### src/rtl/uart_rx_word16_pkg.sv
// Shared definitions for the 16-bit UART receive path: FSM state
// encodings and helpers that derive bit-period and counter widths.
package uart_pkg;

    // Byte FSM encoding (one 8N1 frame)
    localparam logic [1:0] BYTE_IDLE  = 2'd0;
    localparam logic [1:0] BYTE_START = 2'd1;
    localparam logic [1:0] BYTE_DATA  = 2'd2;
    localparam logic [1:0] BYTE_STOP  = 2'd3;

    // Word FSM encoding (pairing of low and high byte)
    localparam logic [0:0] WORD_WAIT_LO = 1'b0;
    localparam logic [0:0] WORD_WAIT_HI = 1'b1;

    // Clock cycles per bit, truncated toward zero
    function automatic int unsigned bps_cnt_calc(input int unsigned clk_freq,
                                                 input int unsigned uart_bps);
        return clk_freq / uart_bps;
    endfunction

    // Width of a counter that must hold values 0 .. max_val-1 (never below 1)
    function automatic int unsigned cnt_width(input int unsigned max_val);
        int unsigned w;
        if (max_val < 32'd2) begin
            w = 32'd1;
        end else begin
            w = $clog2(max_val);
        end
        return w;
    endfunction

endpackage

### src/rtl/uart_rx_word16_recv.sv
// Single-byte 8N1 receiver: synchronises the RXD pin, finds the start edge,
// samples each bit at its middle and reports a good or badly-framed byte.
// byte_done / byte_err are decoded from registered state so the word layer
// can react in the very cycle the stop bit is sampled.
module uart_recv
    import uart_pkg::*;
#(
    parameter int unsigned CLK_FREQ = 50_000_000,
    parameter int unsigned UART_BPS = 115_200
) (
    input  logic       sys_clk,
    input  logic       sys_rst_n,
    input  logic       uart_rxd,
    output logic [7:0] byte_data,
    output logic       byte_done,
    output logic       byte_err,
    output logic       busy
);

    localparam int unsigned BPS_CNT  = bps_cnt_calc(CLK_FREQ, UART_BPS);
    localparam int unsigned HALF_CNT = BPS_CNT / 32'd2;
    localparam int unsigned CNT_W    = cnt_width(BPS_CNT);

    // Start bit is checked on the BPS_CNT/2-th cycle spent in START, data and
    // stop bits one full bit period after the previous sample.
    localparam logic [CNT_W-1:0] HALF_LAST = CNT_W'(HALF_CNT - 32'd1);
    localparam logic [CNT_W-1:0] BIT_LAST  = CNT_W'(BPS_CNT - 32'd1);

    logic             rxd_meta_q;
    logic             rxd_sync_q;
    logic             rxd_dly_q;
    logic             start_edge_s;

    logic [1:0]       state_q, state_d;
    logic [CNT_W-1:0] cnt_q, cnt_d;
    logic [2:0]       bit_idx_q, bit_idx_d;
    logic [7:0]       shift_q, shift_d;
    logic             busy_q, busy_d;
    logic             byte_done_s;
    logic             byte_err_s;

    // Two-stage synchroniser plus one delay stage for falling-edge detection
    always_ff @(posedge sys_clk or negedge sys_rst_n) begin
        if (!sys_rst_n) begin
            rxd_meta_q <= 1'b1;
            rxd_sync_q <= 1'b1;
            rxd_dly_q  <= 1'b1;
        end else begin
            rxd_meta_q <= uart_rxd;
            rxd_sync_q <= rxd_meta_q;
            rxd_dly_q  <= rxd_sync_q;
        end
    end

    // A start edge is the synchronised line going from 1 to 0
    assign start_edge_s = rxd_dly_q & ~rxd_sync_q;

    // Byte FSM next-state, bit timing and shift register
    always_comb begin
        state_d     = state_q;
        cnt_d       = cnt_q;
        bit_idx_d   = bit_idx_q;
        shift_d     = shift_q;
        byte_done_s = 1'b0;
        byte_err_s  = 1'b0;
        case (state_q)
            BYTE_IDLE: begin
                cnt_d = '0;
                if (start_edge_s) begin
                    state_d = BYTE_START;
                end else begin
                    state_d = BYTE_IDLE;
                end
            end
            BYTE_START: begin
                if (cnt_q == HALF_LAST) begin
                    cnt_d     = '0;
                    bit_idx_d = 3'd0;
                    // A line already back high at mid-start was only a glitch
                    if (rxd_sync_q) begin
                        state_d = BYTE_IDLE;
                    end else begin
                        state_d = BYTE_DATA;
                    end
                end else begin
                    cnt_d = cnt_q + CNT_W'(1);
                end
            end
            BYTE_DATA: begin
                if (cnt_q == BIT_LAST) begin
                    cnt_d   = '0;
                    shift_d = {rxd_sync_q, shift_q[7:1]};
                    if (bit_idx_q == 3'd7) begin
                        state_d = BYTE_STOP;
                    end else begin
                        bit_idx_d = bit_idx_q + 3'd1;
                    end
                end else begin
                    cnt_d = cnt_q + CNT_W'(1);
                end
            end
            BYTE_STOP: begin
                if (cnt_q == BIT_LAST) begin
                    // Back to IDLE at mid-stop so an early next start is not missed
                    cnt_d   = '0;
                    state_d = BYTE_IDLE;
                    if (rxd_sync_q) begin
                        byte_done_s = 1'b1;
                    end else begin
                        byte_err_s = 1'b1;
                    end
                end else begin
                    cnt_d = cnt_q + CNT_W'(1);
                end
            end
            default: begin
                state_d = BYTE_IDLE;
                cnt_d   = '0;
            end
        endcase
        busy_d = (state_d != BYTE_IDLE);
    end

    // Byte FSM state registers
    always_ff @(posedge sys_clk or negedge sys_rst_n) begin
        if (!sys_rst_n) begin
            state_q   <= BYTE_IDLE;
            cnt_q     <= '0;
            bit_idx_q <= 3'd0;
            shift_q   <= 8'h00;
            busy_q    <= 1'b0;
        end else begin
            state_q   <= state_d;
            cnt_q     <= cnt_d;
            bit_idx_q <= bit_idx_d;
            shift_q   <= shift_d;
            busy_q    <= busy_d;
        end
    end

    assign byte_data = shift_q;
    assign byte_done = byte_done_s;
    assign byte_err  = byte_err_s;
    assign busy      = busy_q;

endmodule

### src/rtl/uart_rx_word16.sv
// 16-bit word receiver: pairs two 8N1 bytes (low byte first) into one word.
// A pending low byte is discarded on a framing error or when the high byte
// does not start within TIMEOUT_BITS bit times of the low byte's stop bit.
module uart_rx_word16
    import uart_pkg::*;
#(
    parameter int unsigned CLK_FREQ     = 50_000_000,
    parameter int unsigned UART_BPS     = 115_200,
    parameter int unsigned TIMEOUT_BITS = 20
) (
    input  logic        sys_clk,
    input  logic        sys_rst_n,
    input  logic        uart_rxd,
    output logic [15:0] data_16,
    output logic        data_valid,
    output logic        frame_err,
    output logic        word_timeout,
    output logic        uart_rx_busy
);

    localparam int unsigned BPS_CNT = bps_cnt_calc(CLK_FREQ, UART_BPS);
    localparam int unsigned TMO_CNT = TIMEOUT_BITS * BPS_CNT;
    localparam int unsigned TMO_W   = cnt_width(TMO_CNT);

    // Expiry happens on the TMO_CNT-th idle cycle spent waiting for the high byte
    localparam logic [TMO_W-1:0] TMO_LAST = TMO_W'(TMO_CNT - 32'd1);

    logic [7:0]       rx_byte_s;
    logic             rx_done_s;
    logic             rx_err_s;
    logic             rx_busy_s;

    logic [0:0]       word_state_q, word_state_d;
    logic [7:0]       lo_byte_q, lo_byte_d;
    logic [TMO_W-1:0] tmo_cnt_q, tmo_cnt_d;
    logic [15:0]      data_16_q, data_16_d;
    logic             data_valid_q, data_valid_d;
    logic             frame_err_q, frame_err_d;
    logic             word_timeout_q, word_timeout_d;

    uart_recv #(
        .CLK_FREQ (CLK_FREQ),
        .UART_BPS (UART_BPS)
    ) u_recv (
        .sys_clk   (sys_clk),
        .sys_rst_n (sys_rst_n),
        .uart_rxd  (uart_rxd),
        .byte_data (rx_byte_s),
        .byte_done (rx_done_s),
        .byte_err  (rx_err_s),
        .busy      (rx_busy_s)
    );

    // Word FSM: byte pairing, inter-byte timeout and output pulse generation
    always_comb begin
        word_state_d   = word_state_q;
        lo_byte_d      = lo_byte_q;
        tmo_cnt_d      = tmo_cnt_q;
        data_16_d      = data_16_q;
        data_valid_d   = 1'b0;
        frame_err_d    = 1'b0;
        word_timeout_d = 1'b0;
        if (rx_err_s) begin
            // Bad stop bit: abandon any half-built word
            frame_err_d  = 1'b1;
            word_state_d = WORD_WAIT_LO;
            lo_byte_d    = 8'h00;
            tmo_cnt_d    = '0;
        end else begin
            case (word_state_q)
                WORD_WAIT_LO: begin
                    tmo_cnt_d = '0;
                    if (rx_done_s) begin
                        lo_byte_d    = rx_byte_s;
                        word_state_d = WORD_WAIT_HI;
                    end else begin
                        word_state_d = WORD_WAIT_LO;
                    end
                end
                WORD_WAIT_HI: begin
                    // Completion is checked before expiry so it wins a tie
                    if (rx_done_s) begin
                        data_16_d    = {rx_byte_s, lo_byte_q};
                        data_valid_d = 1'b1;
                        word_state_d = WORD_WAIT_LO;
                        tmo_cnt_d    = '0;
                    end else if (!rx_busy_s) begin
                        if (tmo_cnt_q == TMO_LAST) begin
                            word_timeout_d = 1'b1;
                            word_state_d   = WORD_WAIT_LO;
                            lo_byte_d      = 8'h00;
                            tmo_cnt_d      = '0;
                        end else begin
                            tmo_cnt_d = tmo_cnt_q + TMO_W'(1);
                        end
                    end else begin
                        // High byte in flight: freeze the gap counter
                        tmo_cnt_d = tmo_cnt_q;
                    end
                end
                default: begin
                    word_state_d = WORD_WAIT_LO;
                    tmo_cnt_d    = '0;
                end
            endcase
        end
    end

    // Word FSM registers and registered outputs
    always_ff @(posedge sys_clk or negedge sys_rst_n) begin
        if (!sys_rst_n) begin
            word_state_q   <= WORD_WAIT_LO;
            lo_byte_q      <= 8'h00;
            tmo_cnt_q      <= '0;
            data_16_q      <= 16'h0000;
            data_valid_q   <= 1'b0;
            frame_err_q    <= 1'b0;
            word_timeout_q <= 1'b0;
        end else begin
            word_state_q   <= word_state_d;
            lo_byte_q      <= lo_byte_d;
            tmo_cnt_q      <= tmo_cnt_d;
            data_16_q      <= data_16_d;
            data_valid_q   <= data_valid_d;
            frame_err_q    <= frame_err_d;
            word_timeout_q <= word_timeout_d;
        end
    end

    assign data_16      = data_16_q;
    assign data_valid   = data_valid_q;
    assign frame_err    = frame_err_q;
    assign word_timeout = word_timeout_q;
    assign uart_rx_busy = rx_busy_s | (word_state_q == WORD_WAIT_HI);

endmodule
### config.mk
export PLATFORM = sky130hd
export DESIGN_NAME = uart_rx_word16
export DESIGN_NICKNAME = d
export VERILOG_FILES = /design/src/rtl/uart_rx_word16_pkg.sv /design/src/rtl/uart_rx_word16_recv.sv /design/src/rtl/uart_rx_word16.sv
export SDC_FILE = /design/constraint.sdc
export NUM_CORES = 1
export LEC_CHECK = 0
export CAP_MARGIN = 10
export CORE_MARGIN = 3
export CORE_UTILIZATION = 40
export CTS_BUF_LIST = sky130_fd_sc_hd__clkbuf_4
export CTS_CLUSTER_DIAMETER = 100
export CTS_CLUSTER_SIZE = 16
export DETAILED_ROUTE_END_ITERATION = 10
export GPL_ROUTABILITY_DRIVEN = 0
export GPL_TIMING_DRIVEN = 0
export PLACE_DENSITY = 0.61
export SETUP_SLACK_MARGIN = 0.5
export SYNTH_ARGS = -nofsm -noshare
export SYNTH_HDL_FRONTEND = slang
export SYNTH_SLANG_ARGS = --single-unit
export TNS_END_PERCENT = 20
### constraint.sdc
create_clock -name sys_clk -period 2.5 [get_ports sys_clk]
set_input_delay 0.5 -clock sys_clk [delete_from_list [all_inputs] [get_ports sys_clk]]
set_output_delay 0.5 -clock sys_clk [all_outputs]
set_load 0.03 [all_outputs]
Word-level counts from Yosys, hierarchy flattened. Index checks and enable logic that the tools add are counted.

Output and inout port bits: 20. Flip-flop bits (word level): 68. Input bits: 3.

Eq/ne operators: 15. Bitwise gates (word level): 5. Muxes and demuxes: 45. Reductions and logical operators: 8. $add $sub $neg: 3.

Operator list (count): two-way mux 14 bit (4); two-way mux 8 bit (5); case mux 14 bit (2 select lines) (1); case mux 9 bit (3 select lines) (1); two-way mux 1 bit (20); two-way mux 9 bit (2); case mux 8 bit (2 select lines) (1); adder 14 x 1 -> 14 bit (second input constant) (1); equality test 14 bit (second input constant) (1); two-way mux 2 bit (5); adder 9 x 1 -> 9 bit (second input constant) (1); equality test 9 x 8 -> 1 bit (second input constant) (1); equality test 9 bit (second input constant) (1); two-way mux 3 bit (3); != test 3 bit (second input constant) (3); case mux 2 bit (4 select lines) (1); AND reduction 4 bit (2); case mux 3 bit (2 select lines) (1); equality test 2 bit (second input constant) (2); != test 2 x 1 -> 1 bit (second input constant) (2); != test 4 bit (second input constant) (1); nonzero test 2 bit (2); adder 3 x 1 -> 3 bit (second input constant) (1); equality test 3 bit (second input constant) (1); other kinds (11) (13).

Longest topological paths before layout. Gate-level depths: netlist of the first run.

Word-level depth: 6. Gate-level depth with buffers: 7. Mapped depth without buffers: 6.

Hierarchy. A second synthesis of the first run with hierarchy kept.

Cells, all modules: 293. Area, all modules: 3057.9 µm².

By module, submodules not included: uart_rx_word16 (area each 1871.8 µm², cells an instance 192, times used 1, sequential area each 1051.0 µm²); uart_recv (area each 1186.1 µm², cells an instance 101, times used 1, sequential area each 654.4 µm²).

Least setup slack after synthesis of the first run. OpenSTA, ideal clock, no wires.

Kind: register -> register. Start: register u_recv.cnt_q[1]. End: register data_16_q[0], in the netlist data_16[0]. Clock period less this slack: 1.904 ns. Buffers on the path: 1. Data arrival time: 1.779 ns. Cell stages (with the launch flop): 8. Path slack: 0.596 ns. Library setup time: 0.125 ns. Path through: dfrtp_1 > inv_1 > ha_1 > and4b_2 > nand2_2 > nor3_4 > buf_12 > mux2_4.

Longest elaborated chain between the ends: 5. Elaborated cells on any way between the ends: 7.

RTL lines: start: declaration (RTL line uart_rx_word16_recv.sv:35) `logic [CNT_W-1:0] cnt_q, cnt_d;`; start signal: assignment (RTL line uart_rx_word16_recv.sv:134) `cnt_q <= cnt_d;`; equality test 9 bit * (RTL line uart_rx_word16_recv.sv:103) `if (cnt_q == BIT_LAST) begin`; two-way mux 1 bit (RTL line uart_rx_word16_recv.sv:103); two-way mux 1 bit (RTL line uart_rx_word16_recv.sv:66) `case (state_q)`; inverter 1 bit (no line); AND reduction 3 bit (no line) *; end signal: assignment (RTL line uart_rx_word16.sv:123) `data_16_q <= data_16_d;`; end: declaration (RTL line uart_rx_word16.sv:36) `logic [15:0] data_16_q, data_16_d;`.

Every way passes the cells marked *; elsewhere a longest branch is shown, timed or not. A chain may end at the register's enable or synchronous reset.

Worst setup path after layout of the first run.
Start: register u_recv.busy_q, in the netlist u_recv.busy. End: output port uart_rx_busy.

Longest elaborated chain between the ends: 1.

RTL lines: start: declaration (RTL line uart_rx_word16_recv.sv:38) `logic busy_q, busy_d;`; start signal: assignment (RTL line uart_rx_word16_recv.sv:137) `busy_q <= busy_d;`; OR 1 bit (RTL line uart_rx_word16.sv:134) `assign uart_rx_busy = rx_busy_s | (word_state_q == WORD_WAIT_HI);`; end: declaration (RTL line uart_rx_word16.sv:18) `output logic uart_rx_busy`.

Every way passes these cells.

==> impl_metrics.env, run 1 <==
export IMPL_overflow=0
export IMPL_hpwl_mm=4.177
export IMPL_path_clk_slew_ns=0.12
export IMPL_ys_async_sr_fraction_pct=100.0
export IMPL_setup_viol=0
export IMPL_ys_seq_area_share_pct=52.61
export IMPL_ys_flop_type="dfrtp_1"
export IMPL_num_antenna_cells=0
export IMPL_core_area_um2=7807
export IMPL_vias=2211
export IMPL_grt_pass1_wl_mm=10.70
export IMPL_start_util_pct=41.52
export IMPL_fin_ws_ns=0.4905
export IMPL_drc_errors=0
export IMPL_crit_required_ns=2.00
export IMPL_fmax_mhz=497.6
export IMPL_port_buffers=22
export IMPL_synth_area_leader_cell="dfrtp_1"
export IMPL_synthCells=287
export IMPL_skew_ns=0.01971
export IMPL_syn_area_um2=3242
export IMPL_post_drt_wl_per_cell_um=14.48
export IMPL_cpMaxStageDelayCell="dfrtp_2"
export IMPL_num_rows=32
export IMPL_ctsLongestPathBuffers=2
export IMPL_finalHoldViolations=0
export IMPL_post_route_period_util_pct=80.38
export IMPL_crit_family="buffers and inverters"
export IMPL_synth_seq_cells=68
export IMPL_final_common_cell="dfrtp_1"
export IMPL_die_width_um=96.03
export IMPL_irDropWorstVdd_uv=328.7
export IMPL_postRouteAntennaNets=0
export IMPL_synth_top_cell_area_share_pct=50.17
export IMPL_synth_cell_types=55
export IMPL_grt_max_degree=69
export IMPL_final_cell_mix="dfrtp_1, nand2_1, nor2_1, clkdlybuf4s50_1"
export IMPL_tightest_slew_ns=0.8418
export IMPL_hp_class="in -> async"
export IMPL_slowest_delay_ns=0.44
export IMPL_cap_violations=0
export IMPL_synth_avg_cell_area_um2=11.30
export IMPL_critPathArrivalTime_ns=1.51
export IMPL_cts_root_buf="clkbuf_4"
export IMPL_drtPass1Iterations=4
export IMPL_path_class="reg -> out"
export IMPL_pre_cts_ws_ns=0.2539
export IMPL_cp_cell_sequence="clkbuf_4 -> inv_1 -> nand2_1 -> clkdlybuf4s15_2"
export IMPL_grt_setup_unrepaired="yes"
export IMPL_outcome="finished clean"
export IMPL_h_tree_depth=3
export IMPL_power_leakage_nw=1.634
export IMPL_n_fill_cell=736
export IMPL_viasPerCell=5.154
export IMPL_layout_drive_gt1_share_pct=18.65
export IMPL_cts_buffers=9
export IMPL_pin_count=23
export IMPL_dieArea_um2=9221
export IMPL_total_power_w=0.002063
export IMPL_grt_pass1_vias=2186
export IMPL_ys_top_cells_by_area="dfrtp_1, mux2_4, nand2_1, mux2i_1, dfstp_2"
export IMPL_tritoncts="built"
export IMPL_drtIter0Drc=134
export IMPL_fin_crit_ns=2.009
export IMPL_clock_sinks=68
export IMPL_endpoint_kind="output port"
export IMPL_start_kind="register"
export IMPL_grt_use_total_pct=15.07
export IMPL_die_y_um=96.03
export IMPL_slew_viol_final=0
export IMPL_power_density_nw_per_um2=550.1
export IMPL_cp_max_fo=10
export IMPL_slew_headroom_pct=43.88
export IMPL_hold_slack_ns=0.1685
export IMPL_wirelength_mm=6.210
export IMPL_syn_to_final_growth_pct=15.67
export IMPL_path_buf_inv=3
export IMPL_synth_edf_count=0
export IMPL_nets=331
export IMPL_clkLatencyLatePin_ns=0.43
export IMPL_synth_warnings=0
export IMPL_antenna_found_initial=0
export IMPL_syn_num_nets=296
## what timing repair did
| action | CTS | global route |
|---|---|---|
| buffers inserted | 2 | 0 |
| hold buffers | 0 | 0 |
| resized for setup | 6 | 4 |
| pin swaps | 1 | 0 |
| endpoints found under the setup margin | 30 | 58 |
## final cells by class
cell class	count	area [µm²]	share of cell area, %
flip-flops and latches	68	1707	45.51
multi-input cells	202	1469	39.17
repair buffers	24	236.5	6.306
well taps	102	127.6	3.403
clock buffers	9	67.56	1.802
plain buffers	9	61.31	1.635
clock inverters	7	51.30	1.368
inverters	8	30.03	0.8008
## state kept, by name, summed over array words and instances (netlist names)
signal	cells
frame_err	1
u_recv.cnt_q	9
u_recv.bit_idx_q	3
u_recv.rxd_sync_q	1
lo_byte_q	8
u_recv.rxd_dly_q	1
data_16	16
u_recv.busy	1
data_valid	1
word_timeout	1
tmo_cnt_q	14
word_state_q	1
u_recv.byte_data	8
u_recv.rxd_meta_q	1
u_recv.state_q	2
## path summary, 6_finish.rpt
check / cells after the start / start / endpoint / slack (ns)
worst max-delay path: 4 / u_recv.busy / uart_rx_busy / 0.49
worst min-delay path: 1 / sys_rst_n / u_recv.cnt_q[7] / 0.17
worst max register to register: 7 / u_recv.cnt_q[1] / u_recv.bit_idx_q[0] / 0.52
worst min register to register: 0 / u_recv.rxd_meta_q / u_recv.rxd_sync_q / 0.37
max in group asynchronous: 1 / sys_rst_n / u_recv.busy / 1.75
min in group sys_clk: 0 / u_recv.rxd_meta_q / u_recv.rxd_sync_q / 0.37
## logic make-up (layout without fill, tap and decap cells)
group	count (synthesis)	count (layout)	synth area share, %
buffers and inverters	17	57	2.702
muxes	24	24	9.185
DFF	68	68	52.61
adders and majority gates	6	6	2.316
and+or+nand+nor	119	119	21.07
AOI/OAI and AO/OA	40	40	8.607
xor gates and xnor gates	13	13	3.512
## power breakdown
part | switching, W | total (W) | internal (W)
Sequential | 0.0000664 | 0.00121 | 0.00115
Combinational | 0.000116 | 0.000216 | 0.0000997
Clock | 0.000425 | 0.000634 | 0.000208
Total | 0.000608 | 0.00206 | 0.00145
## stage by stage
step                area (µm²)  cells  utilization, %  setup TNS [ns]
floorplan                 3242    287               -               0
global placement          3590    411           45.98          -93.81
detailed placement        3587    411           45.95               0
CTS                       3727    429           47.74               0
global route              3750    429           48.03               0
finish                    3750    429           48.03               0
## cells in the mapped netlist, drive strengths merged, types with 3 or more instances
cell,n
a21oi,9
a31oi,5
and3,3
and3b,3
buf,7
dfrtp,65
dfstp,3
ha,6
inv,8
mux2,16
mux2i,8
nand2,41
nand3,10
nand4,7
nor2,20
nor3,6
nor4,3
nor4b,3
o211ai,4
o21ai,7
o2bb2ai,8
xnor2,8
xor2,5
## worst register-to-register path: cells and delay by family (launching register included)
| family | cells | cell delay (ns) |
|---|---|---|
| compound gates | 2 | 0.22 |
| fa+ha+maj | 1 | 0.22 |
| buf+inv | 2 | 0.29 |
| flops | 1 | 0.42 |
| simple gates | 2 | 0.72 |
## per-layer routing
metal | track usage [%] | share of wire, % | vias to the layer above | wire, µm
li1 | - | - | 1099 | -
met1 | 21.47 | 50 | 1070 | 3122
met2 | 21.68 | 44 | 34 | 2753
met3 | 4.535 | 4.3 | 8 | 264
met4 | 5.213 | 1.1 | 0 | 69
met5 | 0 | 0 | - | 0
Note: power is estimated with default switching activity, not from simulation.
==> inputs of run 2 (changes only) <==
==> constraint.sdc (replaced) <==
create_clock -name sys_clk -period 1.97 [get_ports sys_clk]
set_input_delay 0.394 -clock sys_clk [delete_from_list [all_inputs] [get_ports sys_clk]]
set_output_delay 0.394 -clock sys_clk [all_outputs]
set_load 0.03 [all_outputs]
==> run 2 against run 1 <==
Against the previous run:
- worst setup slack got worse by 0.32 ns
- register-to-register slack got worse by 0.35 ns
- cell count increased by 2.3%
- count of clock-buffer cells in the layout unchanged
- clock skew decreased by 0.0046 ns
- non-clock buffer count increased by 9
- critical path type is now reg -> reg
- critical endpoint is now data_16[15]
- highest routed layer unchanged
==> impl_metrics.env, run 2 (same netlist as run 1, synthesis figures left out) <==
export IMPL_outcome="finished clean"
export IMPL_syn_to_final_growth_pct=21.84
export IMPL_regArea_um2=1709
export IMPL_largest_register_ffs=16
export IMPL_grt_pass1_wl_mm=11.03
export IMPL_setup_viol=0
export IMPL_slew_headroom_pct=42.35
export IMPL_overflow=0
export IMPL_path_class="reg -> reg"
export IMPL_drtIter0Drc=118
export IMPL_num_rows=32
export IMPL_nets=341
export IMPL_tightest_slew_ns=0.8647
export IMPL_dieArea_um2=9221
export IMPL_wirelength_mm=6.634
export IMPL_skew_ns=0.01516
export IMPL_reg2reg_to="data_16[15]"
export IMPL_post_route_period_util_pct=91.56
export IMPL_clkLatencyLatePin_ns=0.41
export IMPL_n_fill_cell=727
export IMPL_path_clk_slew_ns=0.12
export IMPL_grt_pass1_vias=2248
export IMPL_final_common_cell="dfrtp_1"
export IMPL_grt_max_degree=69
export IMPL_hp_class="in -> async"
export IMPL_h_tree_depth=3
export IMPL_cp_max_fo=5
export IMPL_antenna_found_initial=0
export IMPL_start_kind="register"
export IMPL_fmax_mhz=554.4
export IMPL_num_antenna_cells=0
export IMPL_rr_startpoint="u_recv.cnt_q[1]"
export IMPL_ctsLongestPathBuffers=2
export IMPL_core_area_um2=7807
export IMPL_power_density_nw_per_um2=672.3
export IMPL_pre_cts_ws_ns=-0.1996
export IMPL_cts_root_buf="clkbuf_4"
export IMPL_port_buffers=22
export IMPL_cp_cell_sequence="inv_2 -> ha_4 -> and4b_2 -> nand2_4 -> nor3_4 -> buf_12 -> buf_8 -> mux2_4"
export IMPL_power_leakage_nw=1.839
export IMPL_cts_buffers=9
export IMPL_layout_drive_gt1_share_pct=24.33
export IMPL_drtPass1Iterations=4
export IMPL_slowest_delay_ns=0.41
export IMPL_grt_setup_unrepaired="yes"
export IMPL_fin_cells=439
export IMPL_rr_worst_depth=8
export IMPL_critPathArrivalTime_ns=2.10
export IMPL_start_util_pct=41.52
export IMPL_postRouteAntennaNets=0
export IMPL_die_y_um=96.03
export IMPL_slew_viol_final=0
export IMPL_cap_violations=0
export IMPL_grt_use_total_pct=15.46
export IMPL_finalHoldViolations=0
export IMPL_irDropWorstVdd_uv=462.9
export IMPL_hpwl_mm=4.205
export IMPL_endpoint_kind="register"
export IMPL_post_drt_wl_per_cell_um=15.11
export IMPL_tritoncts="built"
export IMPL_placed_cells=411
export IMPL_cpMaxStageDelayCell="dfrtp_1"
export IMPL_final_cell_mix="dfrtp_1, nand2_1, nor2_1, mux2_4, dlygate4sd2_1"
export IMPL_fin_ws_ns=0.1663
export IMPL_fin_util_pct=50.59
export IMPL_clock_sinks=68
export IMPL_r2r_slack_ns=0.17
export IMPL_multi_input_area_um2=1577
export IMPL_vias=2277
export IMPL_crit_required_ns=2.26
export IMPL_fin_crit_ns=1.804
export IMPL_viasPerCell=5.187
export IMPL_pin_count=23
export IMPL_hold_buffers=0
export IMPL_die_width_um=96.03
export IMPL_drc_errors=0
export IMPL_setup_tns_final_ns=0
export IMPL_hold_slack_ns=0.07240
==> run 2: cell types whose count changed in the layout (fill, tap and decap cells not counted), moves of 2 or more <==
| cell | change |
|---|---|
| dfrtp_2 | +2 |
| dfrtp_1 | -2 |
| buf_4 | +7 |
| dlygate4sd2_1 | +16 |
| buf_6 | +2 |
| mux2_2 | -6 |
| inv_6 | -2 |
| mux2_4 | +6 |
| clkdlybuf4s50_1 | -17 |
| ha_1 | -2 |
==> run 2: power by group <==
part / switching, W / internal (W) / leakage (nW)
clock: 0.000506 / 0.000252 / 0.0631
sequential: 0.0000949 / 0.00146 / 0.922
combinational: 0.000169 / 0.000177 / 0.854
total: 0.000769 / 0.00189 / 1.84
==> run 2: worst max-delay path by stage <==
stage                    start      endpoint  cells past startpoint
6_report       u_recv.cnt_q[1]   data_16[15]                      8
5_1_grt        u_recv.cnt_q[1]   data_16[15]                      8
4_1_cts        u_recv.cnt_q[1]   data_16[11]                      7
3_5_place_dp       u_recv.busy  uart_rx_busy                      4
3_3_place_gp         sys_rst_n   data_16[14]                      1
2_1_floorplan  u_recv.cnt_q[1]    data_16[0]                      7
==> run 2: through the flow <==
stage	total power, W	instance area, µm²
global placement	0.001844	3602
detailed placement	0.001848	3600
floorplan	0.001755	3254
CTS	0.002664	3827
finish	0.002656	3950
global route	0.002814	3950
==> run 2: area by class of cell <==
cell class                 count  share of cell area [%]
multi-input combinational    203                   39.91
sequential                    68                   43.27
clock buffer                   9                   1.710
tap                          102                   3.231
timing repair buffer          33                   8.046
buffer                         9                   1.964
clock inverter                 7                   1.109
inverter                       8                  0.7602
==> run 2: what timing repair did <==
action	in CTS	in global routing
pin swaps	2	4
setup buffers	5	5
endpoints found under the setup margin	85	85
cloned	1	1
gates resized for setup	42	17
==> run 2: per-layer routing <==
metal	up-vias	track usage [%]	part of all wire (%)
met5	-	0	0
li1	1124	-	-
met4	0	4.621	0.89
met2	32	23.52	47
met3	5	4.535	3.7
met1	1116	21.32	49
==> run 2: critical path: cells and delay by family, from the launching register on <==
| family | cells | cell delay (ns) |
|---|---|---|
| buffers and inverters | 3 | 0.35 |
| adder cells (fa/ha/maj) | 1 | 0.14 |
| multiplexers | 1 | 0.30 |
| flip-flops | 1 | 0.41 |
| AND/OR/NAND/NOR | 3 | 0.49 |
